File: config.mk
export PLATFORM = sky130hd
export DESIGN_NAME = ifetch_unit
export DESIGN_NICKNAME = d
export VERILOG_FILES = /design/src/rtl/ifetch_unit.sv
export SDC_FILE = /design/constraint.sdc
export NUM_CORES = 1
export LEC_CHECK = 0
export CAP_MARGIN = 20
export CORE_UTILIZATION = 51
export DETAILED_ROUTE_END_ITERATION = 7
export HOLD_SLACK_MARGIN = 0.02
export PLACE_DENSITY = 0.82
export SLEW_MARGIN = 20
export SYNTH_ARGS = -nofsm -noshare
export SYNTH_HDL_FRONTEND = slang
export SYNTH_SLANG_ARGS = --single-unit
File: constraint.sdc
create_clock -name clk -period 5.4 [get_ports clk]
set_input_delay 0.54 -clock clk [delete_from_list [all_inputs] [get_ports clk]]
set_output_delay 0.54 -clock clk [all_outputs]
set_load 0.1 [all_outputs]
File: src/rtl/ifetch_unit.sv
// ifetch_unit: owns the fetch PC, issues one imem request at a time and
// queues returned words with their PC in a small circular buffer for decode.
// Optional build macro: IFETCH_MISALIGN_TRAP_EN adds the fetch_misaligned
// output and halts fetch on a misaligned redirect target.
module ifetch_unit #(
   parameter logic [31:0] RESET_PC   = 32'h0000_0000,
   parameter int          IBUF_DEPTH = 2
) (
   input  logic        clk,
   input  logic        rst,
   input  logic        redirect_valid,
   input  logic [31:0] redirect_pc,
   output logic        imem_req_valid,
   input  logic        imem_req_ready,
   output logic [31:0] imem_req_addr,
   input  logic        imem_rsp_valid,
   input  logic [31:0] imem_rsp_data,
   output logic        inst_valid,
   input  logic        inst_ready,
   output logic [31:0] inst_data,
   output logic [31:0] inst_pc
`ifdef IFETCH_MISALIGN_TRAP_EN
   ,
   output logic        fetch_misaligned
`endif
);

   localparam int PTR_W = $clog2(IBUF_DEPTH);
   localparam int CNT_W = PTR_W + 1;

   typedef enum logic [1:0] {
      S_REQ,
      S_WAIT,
      S_DRAIN
   } state_t;

   state_t             state_reg, state_next;
   logic [31:0]        fetch_pc_reg;
   logic [31:0]        req_pc_reg;      // address of the request in flight
   logic [PTR_W-1:0]   head_reg, tail_reg;
   logic [CNT_W-1:0]   count_reg;
   logic [31:0]        data_mem [IBUF_DEPTH];
   logic [31:0]        pc_mem   [IBUF_DEPTH];

   logic               req_fire;
   logic               push;
   logic               pop;
   logic               halted;
   logic [31:0]        target_pc;

`ifdef IFETCH_MISALIGN_TRAP_EN
   logic               trap_reg;

   // Sticky misalignment flag: set by a misaligned redirect, cleared by an aligned one.
   always_ff @(posedge clk) begin
      if (rst) begin
         trap_reg <= 1'b0;
      end else if (redirect_valid) begin
         trap_reg <= (redirect_pc[1:0] != 2'b00);
      end
   end

   assign halted           = trap_reg;
   assign fetch_misaligned = trap_reg;
   assign target_pc        = redirect_pc;      // held as-is so the faulting PC is visible
`else
   assign halted    = 1'b0;
   assign target_pc = redirect_pc & 32'hFFFF_FFFC;
`endif

   // Request is held off during reset so the first one appears the cycle after release.
   assign imem_req_valid = !rst && !halted && (state_reg == S_REQ)
                           && (count_reg < CNT_W'(IBUF_DEPTH));
   assign imem_req_addr  = fetch_pc_reg;
   assign req_fire       = imem_req_valid && imem_req_ready;

   // A response racing a redirect is stale and never enters the buffer.
   assign push       = (state_reg == S_WAIT) && imem_rsp_valid && !redirect_valid;
   assign inst_valid = (count_reg != '0);
   assign pop        = inst_valid && inst_ready;
   assign inst_data  = inst_valid ? data_mem[head_reg] : 32'h0;
   assign inst_pc    = inst_valid ? pc_mem[head_reg]   : 32'h0;

   // FSM state register.
   always_ff @(posedge clk) begin
      if (rst) begin
         state_reg <= S_REQ;
      end else begin
         state_reg <= state_next;
      end
   end

   // Next-state: track the single outstanding request and whether its data is wanted.
   always_comb begin
      state_next = state_reg;
      case (state_reg)
         S_REQ: begin
            if (req_fire) begin
               state_next = redirect_valid ? S_DRAIN : S_WAIT;
            end
         end
         S_WAIT: begin
            if (imem_rsp_valid) begin
               state_next = S_REQ;
            end else if (redirect_valid) begin
               state_next = S_DRAIN;
            end
         end
         S_DRAIN: begin
            // The stale response retires the outstanding request; a redirect in the
            // same cycle has nothing left to drain, so fetch resumes.
            if (imem_rsp_valid) begin
               state_next = S_REQ;
            end
         end
         default: state_next = S_REQ;
      endcase
   end

   // Fetch PC, in-flight address and buffer pointers; redirect flushes the buffer.
   always_ff @(posedge clk) begin
      if (rst) begin
         fetch_pc_reg <= RESET_PC;
         req_pc_reg   <= RESET_PC;
         head_reg     <= '0;
         tail_reg     <= '0;
         count_reg    <= '0;
      end else begin
         if (req_fire) begin
            req_pc_reg <= fetch_pc_reg;
         end
         if (redirect_valid) begin
            fetch_pc_reg <= target_pc;
            head_reg     <= '0;
            tail_reg     <= '0;
            count_reg    <= '0;
         end else begin
            if (req_fire) begin
               fetch_pc_reg <= fetch_pc_reg + 32'd4;
            end
            if (push) begin
               tail_reg <= tail_reg + PTR_W'(1);
            end
            if (pop) begin
               head_reg <= head_reg + PTR_W'(1);
            end
            case ({push, pop})
               2'b10:   count_reg <= count_reg + CNT_W'(1);
               2'b01:   count_reg <= count_reg - CNT_W'(1);
               default: count_reg <= count_reg;
            endcase
         end
      end
   end

   // Buffer storage: one write port per entry, selected by the tail pointer.
   generate
      for (genvar gi = 0; gi < IBUF_DEPTH; gi++) begin : g_entry
         // Capture the returned word and the address it was fetched from.
         always_ff @(posedge clk) begin
            if (push && (tail_reg == PTR_W'(gi))) begin
               data_mem[gi] <= imem_rsp_data;
               pc_mem[gi]   <= req_pc_reg;
            end
         end
      end
   endgenerate

endmodule

==> metrics <==
Critical Path RT 4860 ps; RSZ-0062 raised after global routing no; number of port buffers 161; layout cells sized above 1 under 10%; setup TNS 0 ps; Slew Limit Fails 0; FF+latch count, synth ~190; first-pass GRT wire length between 20 and 30 mm; CTS buffer count 17; num rows 45; Clock power frac between 30% and 40%; commonest non-fill, non-tap cells in the layout clkdlybuf4s50_1 (160), edfxtp_1 (124), nor2_1 (93), nand2_1 (90), dfxtp_1 (66); Reg-to-Reg Start count_reg[1]$_SDFFE_PP0P_; synth unique cells 50; Ports 168; Mapped Cells 677; post-synthesis xor/xnor area fraction under 10%; Initial Utilization between 50% and 60%; Critical Path End Type output port; antenna-violating nets left 0; fill count approximately 1100; clock root buffer clkbuf_16; leading area contributor after synthesis edfxtp_1; Max FO, Critical Path 38; core area 15100 um2; dominant synthesized flop cell edfxtp_1; minimum clock period between 3000 and 4000 ps; GP Congestion around 0.84; VDD IR-drop max 0.226 mV; 1st-iter DRT viols about 470; largest net degree at the start of global routing between 60 and 70; adder-cell share of the synthesized area 0.317%; vias in the first global route roughly 5700; CTS Buffer Depth 2; Largest register FFs 64; Routed WL per cell 17.5 um; post-synthesis sequential area ratio 64.3%; crit path kind register to output port; final setup fails 0; Peak Freq 294 MHz; crit share post-route 63.0%; DRC 0; max cap viols 0; CP startpoint kind register; PwrDens between 300 and 400 nW/um2; Antenna Cells 0; CTS tree done; Hold WS between 400 and 500 ps; clk slew on worst S/H paths 70 ps; total wire length 18.0 mm; synthesized area between 7000 and 8000 um2; largest registers data_mem (64), pc_mem (60); Seq pwr share about half; post-synth top area share between 40% and 50%; Hold Vio Cnt, Final 0; Synth async-reset ratio 0%; Post-CTS Resized 0; HP Start req_pc_reg[15]$_SDFFE_PP0P_; Sw Share about a quarter; syn avg cell area ~12 um2; htree depth 4; main combinational cell family by area after synthesis simple AND/OR/NAND/NOR gates; Net Switching 827 uW; outcome finished, final reports clean; relative slew slack 30.1%; worst slew pin tran ~1000 ps; Die Y ~130 um; Die Wd ~130 um; initial antenna violation count 0; post-synthesis compound-gate area fraction 7.89%; area grow syn2layout 30.4%; Simple-Gate Fraction of Synth Area between 10% and 20%; EDFF count, synth around 120; worst path arrival time around 2900 ps; Via-to-Cell Ratio 5.78; vias ~5900; Final HPWL DP about 12 mm; post-synthesis mux area share ~7.9%; Cell Int Power 2.39 mW; die area ~16000 um2; LEAKAGE 3.30 nW; Initial DRT Pass Iterations 6; Top reg by flops data_mem; Worst Skew between 5 and 6 ps; HP Class register to register; CTS Hold Bufs 0; Gate power share around 10%; most common cell after layout, fill and taps aside clkdlybuf4s50_1; synth warn 0; All-Layer GR Usage between 20% and 30%; top post-synthesis cells by area edfxtp_1 (47%), dfxtp_1 (17%), mux2i_1 (7.9%); Power, Total approximately 3.2 mW; Sink Count approximately 190; postcts setup bufs 0; GR Overflow Total 0; worst-skew pair later-pin latency around 420 ps; nets@finish a little under 900
through the flow:
step	worst slack [ps]	util (%)	instances	instance area [um2]
finish	2000	67.9	1024	10300
global route	1870	67.9	1024	10300
global placement	1850	63.6	991	9630
floorplan	947	-	680	7890
CTS	1740	67.7	1023	10300
detailed placement	1720	63.6	991	9630
layout make-up:
class	instances	area, um2	share of cell area, %
inverter	6	22.5	0.219
sequential	191	5070	49.3
tap	188	235	2.29
timing repair buffer	170	1690	16.5
multi-input combinational	437	2640	25.7
clock inverter	12	140	1.36
clock buffer	20	479	4.66
cells by family (layout without fill, tap and decap cells):
group | Yosys count | count (layout)
AOI/OAI and AO/OA | 92 | 92
xor gates and xnor gates | 13 | 13
adders and majority gates | 2 | 2
buffers and inverters | 52 | 208
DFF | 191 | 191
muxes | 62 | 62
other | 1 | 4
and+or+nand+nor | 264 | 264
synth_stat cells, drive strengths merged (3+ instances only):
master and instances:
edfxtp 124, nor2 95, nand2 91, dfxtp 67
mux2i 62, a21oi 39, clkbuf 28, buf 18
nand3 15, nand4 12, and3 11, o21ai 11
xor2 9, o311a 8, a211oi 7, nor3 7
a221o 6, and2 6, and4 6, or3 6
inv 5, or4 5, a311oi 4, xnor2 4
nor4 3
critical path, cell delays in order, from the launching register on:
cell and delay, ps:
dfxtp_4 660, buf_16 310, mux2i_1 120, nor2_1 130, clkdlybuf4s50_1 1180
per-layer routing:
metal  part of all wire, %  GRT usage [%]  routed length, um  vias up
li1                      -              -                  -     2761
met3                   6.5           3.33               1170       37
met4                   2.1           9.21                378        0
met5                     0              0                  0        -
met2                    51           39.5               9170      288
met1                    40           28.5               7240     2831
power by group through the flow:
stage	combinational (mW)	sequential, mW	clock (mW)
floorplan	0.111	1.75	0
global placement	0.319	1.65	0
detailed placement	0.325	1.65	0
CTS	0.327	1.62	1.29
global route	0.342	1.62	1.35
finish	0.328	1.62	1.28
final timing paths:
kind	to	slack, ps	cells past startpoint
worst max-delay path	inst_pc[28]	2000	4
worst min-delay path	pc_mem[0][15]$_DFFE_PP_	460	0
worst min register to register	pc_mem[0][15]$_DFFE_PP_	460	0
worst max register to register	imem_req_addr[26]$_SDFFE_PP0P_	2840	5
No activity file was read; power rests on OpenSTA's default activity.
